--- config.mk ---
export PLATFORM = sky130hd
export DESIGN_NAME = jtframe_mist_upload_flat
export DESIGN_NICKNAME = d
export VERILOG_FILES = /design/src/rtl/jtframe_mist_upload_if.sv /design/src/rtl/jtframe_mist_upload.sv /design/src/flat_wrapper.sv
export SDC_FILE = /design/constraint.sdc
export NUM_CORES = 1
export LEC_CHECK = 0
export BUFFER_PORTS_ARGS = -buffer_cell sky130_fd_sc_hd__buf_4
export CAP_MARGIN = 20
export CORE_UTILIZATION = 45
export CTS_CLUSTER_SIZE = 20
export DETAILED_ROUTE_END_ITERATION = 16
export PLACE_DENSITY = 0.65
export SKIP_CTS_REPAIR_TIMING = 1
export SYNTH_ARGS = -nofsm -noshare
export SYNTH_HDL_FRONTEND = slang
export SYNTH_SLANG_ARGS = --single-unit
--- constraint.sdc ---
create_clock -name clk -period 2 [get_ports clk]
set_input_delay 0.1 -clock clk [delete_from_list [all_inputs] [get_ports clk]]
set_output_delay 0.1 -clock clk [all_outputs]
set_load 0.02 [all_outputs]
--- src/rtl/jtframe_mist_upload_if.sv ---
// jtframe_mist_upload_if: SPI data-io lines plus the ioctl memory fetch port of the upload block
interface jtframe_mist_upload_if #(parameter int AW = 25);
    logic          spi_sck;
    logic          spi_ss;
    logic          spi_di;
    logic          spi_do;
    logic          spi_do_oe;
    logic [AW-1:0] ioctl_addr;
    logic          ioctl_rd;
    logic [7:0]    ioctl_din;
    logic          ioctl_ram;
    logic          uploading;
    modport master (
        output spi_sck, spi_ss, spi_di, ioctl_din,
        input  spi_do, spi_do_oe, ioctl_addr, ioctl_rd, ioctl_ram, uploading
    );
    modport slave (
        input  spi_sck, spi_ss, spi_di, ioctl_din,
        output spi_do, spi_do_oe, ioctl_addr, ioctl_rd, ioctl_ram, uploading
    );
endinterface

--- src/rtl/jtframe_mist_upload.sv ---
// jtframe_mist_upload: SPI_SS2 responder that streams core memory back to the ARM io controller
module jtframe_mist_upload #(
    parameter int         AW      = 25,
    parameter int         RDLAT   = 2,
    parameter logic [7:0] CMD_UP  = 8'h57,
    parameter logic [7:0] CMD_DAT = 8'h58
)(
    input logic clk,
    input logic rst_n,
    jtframe_mist_upload_if.slave bus
);
    typedef enum logic [2:0] {IDLE, CMD, ARG, DAT, SKIP} state_t;
    state_t state;
    logic [2:0] sck_r, ss_r;
    logic [1:0] di_r;
    logic [6:0] rx;
    logic [7:0] rx_nxt, tx, txbuf;
    logic [2:0] bitcnt;
    logic [RDLAT-1:0] rd_pipe;
    logic [AW-1:0] addr;
    logic rd, ram, up, pend, first, reload;
    logic ss, ss_fall, sck_rise, sck_fall, byte_done;
    assign ss        = ss_r[1];
    assign ss_fall   = ~ss_r[1] & ss_r[2];
    assign sck_rise  = sck_r[1] & ~sck_r[2];
    assign sck_fall  = ~sck_r[1] & sck_r[2];
    assign rx_nxt    = {rx, di_r[1]};
    assign byte_done = sck_rise && bitcnt == 3'd7 && state != IDLE;
    assign bus.spi_do_oe  = state == DAT;
    assign bus.spi_do     = state == DAT ? tx[7] : 1'b1;
    assign bus.ioctl_addr = addr;
    assign bus.ioctl_rd   = rd;
    assign bus.ioctl_ram  = ram;
    assign bus.uploading  = up;
    always_ff @(posedge clk or negedge rst_n) begin
        if (!rst_n) begin
            state   <= IDLE;
            sck_r   <= '0;
            ss_r    <= '1;
            di_r    <= '0;
            rx      <= '0;
            tx      <= '1;
            txbuf   <= '1;
            bitcnt  <= '0;
            rd_pipe <= '0;
            addr    <= '0;
            rd      <= 1'b0;
            ram     <= 1'b0;
            up      <= 1'b0;
            pend    <= 1'b0;
            first   <= 1'b0;
            reload  <= 1'b0;
        end else begin
            sck_r   <= {sck_r[1:0], bus.spi_sck};
            ss_r    <= {ss_r[1:0], bus.spi_ss};
            di_r    <= {di_r[0], bus.spi_di};
            rd_pipe <= {rd_pipe[RDLAT-2:0], rd};
            rd      <= 1'b0;
            pend    <= 1'b0;
            if (rd_pipe[RDLAT-1]) begin
                txbuf <= bus.ioctl_din;
                if (first) begin
                    tx    <= bus.ioctl_din;
                    first <= 1'b0;
                end
            end
            if (ss) begin
                state  <= IDLE;
                bitcnt <= '0;
                reload <= 1'b0;
                first  <= 1'b0;
            end else begin
                if (sck_rise && state != IDLE) begin
                    rx     <= rx_nxt[6:0];
                    bitcnt <= bitcnt + 3'd1;
                end
                case (state)
                    IDLE: if (ss_fall) begin
                        state  <= CMD;
                        bitcnt <= '0;
                    end
                    CMD: if (byte_done) begin
                        state <= rx_nxt == CMD_UP ? ARG : (rx_nxt == CMD_DAT && up) ? DAT : SKIP;
                        if (rx_nxt == CMD_DAT && up) begin
                            rd     <= 1'b1;
                            first  <= 1'b1;
                            reload <= 1'b1;
                        end
                    end
                    ARG: if (byte_done) begin
                        state <= SKIP;
                        if (rx_nxt == 8'hFF) begin
                            up   <= 1'b1;
                            ram  <= 1'b1;
                            addr <= '0;
                        end else if (rx_nxt == 8'h00) begin
                            up   <= 1'b0;
                            ram  <= 1'b0;
                        end
                    end
                    DAT: begin
                        if (byte_done) begin
                            addr   <= addr + AW'(1);
                            pend   <= 1'b1;
                            reload <= 1'b1;
                        end
                        if (pend) rd <= 1'b1;
                        // the fall after a finished byte presents the prefetched byte
                        if (sck_fall) begin
                            tx     <= reload ? txbuf : {tx[6:0], 1'b1};
                            reload <= 1'b0;
                        end
                    end
                    default: ;
                endcase
            end
        end
    end
endmodule

--- src/flat_wrapper.sv ---
// flat-port wrapper written by rule: the top's interface ports become plain ports
module jtframe_mist_upload_flat 
#(
    parameter int         AW      = 25,
    parameter int         RDLAT   = 2,
    parameter logic [7:0] CMD_UP  = 8'h57,
    parameter logic [7:0] CMD_DAT = 8'h58
)
  (clk, rst_n, bus_spi_sck, bus_spi_ss, bus_spi_di, bus_ioctl_din, bus_spi_do, bus_spi_do_oe, bus_ioctl_addr, bus_ioctl_rd, bus_ioctl_ram, bus_uploading);
  jtframe_mist_upload_if #(.AW(AW)) bus_i ();
  input logic clk;
  input logic rst_n;
  input wire logic [$bits(bus_i.spi_sck)-1:0] bus_spi_sck;
  input wire logic [$bits(bus_i.spi_ss)-1:0] bus_spi_ss;
  input wire logic [$bits(bus_i.spi_di)-1:0] bus_spi_di;
  input wire logic [$bits(bus_i.ioctl_din)-1:0] bus_ioctl_din;
  output wire logic [$bits(bus_i.spi_do)-1:0] bus_spi_do;
  output wire logic [$bits(bus_i.spi_do_oe)-1:0] bus_spi_do_oe;
  output wire logic [$bits(bus_i.ioctl_addr)-1:0] bus_ioctl_addr;
  output wire logic [$bits(bus_i.ioctl_rd)-1:0] bus_ioctl_rd;
  output wire logic [$bits(bus_i.ioctl_ram)-1:0] bus_ioctl_ram;
  output wire logic [$bits(bus_i.uploading)-1:0] bus_uploading;
  assign bus_i.spi_sck = bus_spi_sck;
  assign bus_i.spi_ss = bus_spi_ss;
  assign bus_i.spi_di = bus_spi_di;
  assign bus_i.ioctl_din = bus_ioctl_din;
  assign bus_spi_do = bus_i.spi_do;
  assign bus_spi_do_oe = bus_i.spi_do_oe;
  assign bus_ioctl_addr = bus_i.ioctl_addr;
  assign bus_ioctl_rd = bus_i.ioctl_rd;
  assign bus_ioctl_ram = bus_i.ioctl_ram;
  assign bus_uploading = bus_i.uploading;
  jtframe_mist_upload #(.AW(AW), .RDLAT(RDLAT), .CMD_UP(CMD_UP), .CMD_DAT(CMD_DAT)) u_core (.clk(clk), .rst_n(rst_n), .bus(bus_i));
endmodule
### Yosys cells after proc, flatten, opt, wreduce, memory -nomap -nowiden

Index checks and enable logic that the tools add are counted.
Widths: inputs -> output; s select.

| storage, ports and cells | value |
|---|---|
| register bits | 69 |
| input port bits | 13 |
| word-level logic and storage cells | 97 |
| output and inout port bits | 30 |

| operators by class | value |
|---|---|
| add/sub/neg operators | 2 |
| bitwise operators | 6 |
| equality and inequality tests | 15 |
| multiplexer cells | 43 |
| reductions and logical operators | 16 |

Operators by type and width:

| cell | count |
|---|---|
| $mux 25 | 3 |
| $pmux 25 s2 | 1 |
| $mux 8 | 6 |
| $mux 3 | 10 |
| $add 25x1->25 const B | 1 |
| $mux 1 | 20 |
| $eq 8x7->1 const B | 2 |
| $ne 3x1->1 const B | 4 |
| $reduce_and 4->1 | 3 |
| $pmux 3 s3 | 1 |
| $eq 8x8->1 const B | 1 |
| $logic_not 8->1 | 1 |
| $eq 3x2->1 const B | 2 |
| $ne 2x1->1 const B | 3 |
| $reduce_bool 3->1 | 2 |
| $reduce_and 5->1 | 1 |
| $logic_and 1x1->1 | 4 |
| $ne 4x1->1 const B | 1 |
| $pmux 1 s2 | 2 |
| $reduce_bool 2->1 | 2 |
| $reduce_bool 4->1 | 1 |
| $add 3x1->3 const B | 1 |
| $and 1x1->1 | 3 |
| $eq 3x1->1 const B | 1 |
| other kinds (4) | 6 |

### Logic depth before layout (Yosys ltp)

| logic depth | value |
|---|---|
| depth in word-level cells | 8 |
| gate-level depth with buffers | 8 |
| mapped depth without buffers | 6 |

### Worst setup path after synthesis

Ideal clock, no wire load.

| path | value |
|---|---|
| path type | register to register |
| start | register u_core.bitcnt[0] |
| end | register u_core.addr[16], in the netlist u_core.bus.ioctl_addr[16] |
| path slack | 18 ps |
| required time | 1858 ps |
| arrival | 1840 ps |
| library setup time | 142 ps |
| cell stages (with the launch flop) | 9 |
| buffers on the path | 2 |
| clock period less this slack | 1982 ps |
| path through | dfrtp_1 > ha_1 > ha_1 > nand3b_4 > or4_1 > clkbuf_1 > nor2_1 > buf_2 > a31oi_1 |

| on the way | value |
|---|---|
| word-level cells in the longest chain between the ends | 5 |
| elaborated cells between the ends (all ways) | 6 |
| classes of those cells | 3 x eq/ne; 3 x reduce/logical |

Ends and longest elaborated chain:

| element | RTL line | source |
|---|---|---|
| from (decl) | jtframe_mist_upload.sv:18 | `logic [2:0] bitcnt;` |
| from (signal assigned) | jtframe_mist_upload.sv:75 | `bitcnt <= bitcnt + 3'd1;` |
| $eq 3x3->1 * | jtframe_mist_upload.sv:28 | `assign byte_done = sck_rise && bitcnt == 3'd7 && state != IDLE;` |
| $logic_and 1x1->1 * (2 in series) | jtframe_mist_upload.sv:28 |  |
| $ne 2x1->1 (no source line) | - |  |
| $reduce_and 5->1 (no source line) * | - |  |
| to (signal assigned) | jtframe_mist_upload.sv:103 | `addr <= addr + AW'(1);` |
| to (decl) | jtframe_mist_upload.sv:20 | `logic [AW-1:0] addr;` |

Every way passes the cells marked *; elsewhere a longest branch is shown, timed or not.
A chain may end at the register's enable or synchronous reset.

### Final worst setup path

| path | value |
|---|---|
| start | register u_core.bitcnt[0] |
| end | register u_core.addr[12], in the netlist u_core.bus.ioctl_addr[12] |

The elaborated chain is that of the path after synthesis.

==> reports/qor.yml <==
max_slew_margin: 0.569
insertion_delay_ps: 350
synth_seq_area_share: 0.523
first_global_vias: 2479
critPathSlowestCell: "or4b_1"
stdcell_area_um2: 4240
crit_arrival_ps: 2230
io_buffers: 42
fin_util: 0.588
hpwl_mm: 4.91
worstPathCellList: "ha_2 > ha_4 > nand3b_4 > or4_4 > or4b_1 > nand3_1"
path_max_fanout: 6
areaGrowthSynthToFinish_pct: 26.9
rows: 31
ant_nets: 0
layout_setup_ws_ps: 63.0
slew_viol_final: 0
cts.sinks: 69
drt-wirelength-per-cell_um: 16.5
syn_inst: 306
placed_area_um2: 3860
ys_warn_count: 0
dp_slack_ps: -72.9
layoutNonFillerInstCount: 474
drv_cap: 0
r2r_cells: 6
finClkSkew_ps: 11.0
synth_cell_types: 44
clk_root_buffer_cell: "clkbuf_8"
overflow: 0
boundaryPins: 43
r2r-end: "u_core.bus.ioctl_addr[12]"
cts.clk_slew.worst_paths_ps: 80
fillers: 614
power_density_nw_per_um2: 623
viasPerCell: 5.79
worst_r2r_startpoint: "u_core.bitcnt[0]"
die_w_um: 88.2
setup_viol: 0
antenna_cells: 0
syn_area_per_cell_um2: 10.9
synthesis.nets: 322
finalPower_mw: 2.64
initial_utilization: 0.464
grt_pass1_wl_mm: 12.4
crit_path_end_kind: "flip-flop"
critPathKind: "reg -> reg"
core_area_um2: 7210
min_path_type: "in -> async"
fmax_mhz: 516
slowest_delay_ps: 530
p_leak_nw: 1.89
syn_area_um2: 3340
drt_iter0_drc: 210
finalWeightedCongestion: 0.777
period_share: 0.969
cp-start-kind: "flip-flop"
cp.required_ps: 2290
dpl.cell_count: 445
status: "finished, final reports clean"
postRouteWirelength_mm: 7.80
route.detailed.drc: 0
min_period_ps: 1940
first_pass_iters: 4
clockBufferDepth: 2
antenna_found_initial: 0
die_h_um: 88.2
die_area_um2: 7780
r2r_slack_ps: 60
worst_pin_slew_ps: 638
via_count: 2746
numCtsBuffers: 9
track_usage: 0.209
grt_max_degree: 39
nNetsFinal: 386
vdd_drop_max_mv: 0.455
drive_gt1_frac: 0.360
ys_ff_latch: 69
hold_viol: 0
cts_tree: "built"
startpoint: "u_core.bitcnt[0]"
h-tree-depth: 3
==> report_power, final <==
group / internal, mW / switching (mW) / total, mW
Combinational: 0.0726 / 0.0699 / 0.143
Sequential: 1.43 / 0.0309 / 1.46
Clock: 0.486 / 0.554 / 1.04
==> layout by cell type (no fill, tap or decap), types with 2 or more instances in the layout <==
cell            n
a31oi_1        23
clkbuf_8       10
nand2b_1        3
and3_1         21
o41ai_2         2
a21o_1          3
o31ai_4         2
a31o_2          9
clkinv_2        2
a221oi_1        2
dlygate4sd3_1  12
a21oi_1        12
o31ai_1         5
nand2_1        12
dfstp_2        19
clkinvlp_4      2
inv_1           4
nor3_1          6
nor3b_1         2
buf_4          62
nand3_1         7
and4_1          4
nor2_1         10
mux2i_1        10
mux2_2         15
dfrtp_1        50
o21ai_0         8
a211oi_1       11
a41oi_1        10
nand4_1         7
and2_1          4
==> layer usage <==
metal  GRT usage  up-vias  wire length (um)
met5           0        -                 0
met4      0.0674        0               105
met3      0.0597       11               325
met2       0.308       74              3670
met1       0.298     1340              3700
li1            -     1321                 -
==> through the flow <==
stage / hold slack (ps) / TNS (ps)
finish: 269 / 0
global route: 303 / -40.5
CTS: -271 / -395
detailed placement: 112 / -206
global placement: 105 / 0
floorplan: -196 / 0
==> synthesized netlist by cell type, drive strengths merged <==
master   n  share of area
a31o     9          0.024
nor2    10          0.011
or4b     1         0.0030
or2      1         0.0019
dfrtp   50           0.37
xnor2    1         0.0026
nand4    7          0.013
nor3b    2         0.0045
nor4     1         0.0019
and4     4          0.010
nor2b    1         0.0019
and3    21          0.039
a21o     3         0.0067
or4      2         0.0045
a221oi   2         0.0052
a211o    1         0.0026
a22o     1         0.0026
a41oi   10          0.026
o21ai    9          0.013
clkbuf  17          0.019
nand2b   3         0.0056
nand3b   2         0.0082
buf      6         0.0094
o211ai   1         0.0022
a211oi  11          0.025
ha       3          0.011
nor3     7          0.010
nand2   12          0.013
a31oi   23          0.043
mux2    15          0.051
and2     5         0.0094
o41ai    2         0.0052
dfstp   19           0.15
a41o     1         0.0030
nand3    7          0.010
o31ai    8          0.018
a21oi   12          0.018
mux2i   10          0.030
inv      5         0.0056
nor4b    1         0.0045
==> state kept, by name (all words and copies together), names as in the netlist <==
register / flops
u_core.bus.ioctl_rd: 1
u_core.pend: 1
u_core.bus.ioctl_ram: 1
u_core.rx: 7
u_core.sck_r: 3
u_core.bus.ioctl_addr: 25
u_core.di_r: 2
u_core.bitcnt: 3
u_core.rd_pipe: 2
u_core.tx: 8
u_core.txbuf: 8
u_core.first: 1
u_core.ss_r: 3
u_core.state: 3
u_core.reload: 1
==> layout make-up <==
| cell class | count | area [um2] | area share |
|---|---|---|---|
| clock buffer | 11 | 141 | 0.0333 |
| clock inverter | 5 | 35.0 | 0.00825 |
| inverter | 5 | 22.5 | 0.00531 |
| multi-input combinational | 209 | 1550 | 0.366 |
| sequential | 69 | 1750 | 0.412 |
| tap | 99 | 124 | 0.0292 |
| timing repair buffer | 76 | 617 | 0.145 |
==> worst max-delay path by stage <==
stage                           endpoint  slack (ps)
2_1_floorplan  u_core.bus.ioctl_addr[16]          20
3_3_place_gp    u_core.bus.ioctl_addr[6]          40
3_5_place_dp    u_core.bus.ioctl_addr[6]         -70
4_1_cts         u_core.bus.ioctl_addr[6]         -90
5_1_grt         u_core.bus.ioctl_addr[8]         -20
6_report       u_core.bus.ioctl_addr[12]          60
==> kinds of logic (layout without fill, tap and decap cells) <==
group,Yosys count,in the layout,synth area share
AO/OA/AOI/OAI,93,93,0.195
AND/OR/NAND/NOR,87,87,0.154
flip-flops,69,69,0.523
buffers and inverters,28,97,0.0340
multiplexers,25,25,0.0804
adder cells (fa/ha/maj),3,3,0.0112
XOR/XNOR,1,1,0.00262
==> worst max-delay path, delay by kind of cell (launching register included) <==
family | cells | cell delay, ps
adders and majority gates | 2 | 340
DFF | 1 | 370
and+or+nand+nor | 4 | 1170
No activity file was read; power rests on OpenSTA's default activity.
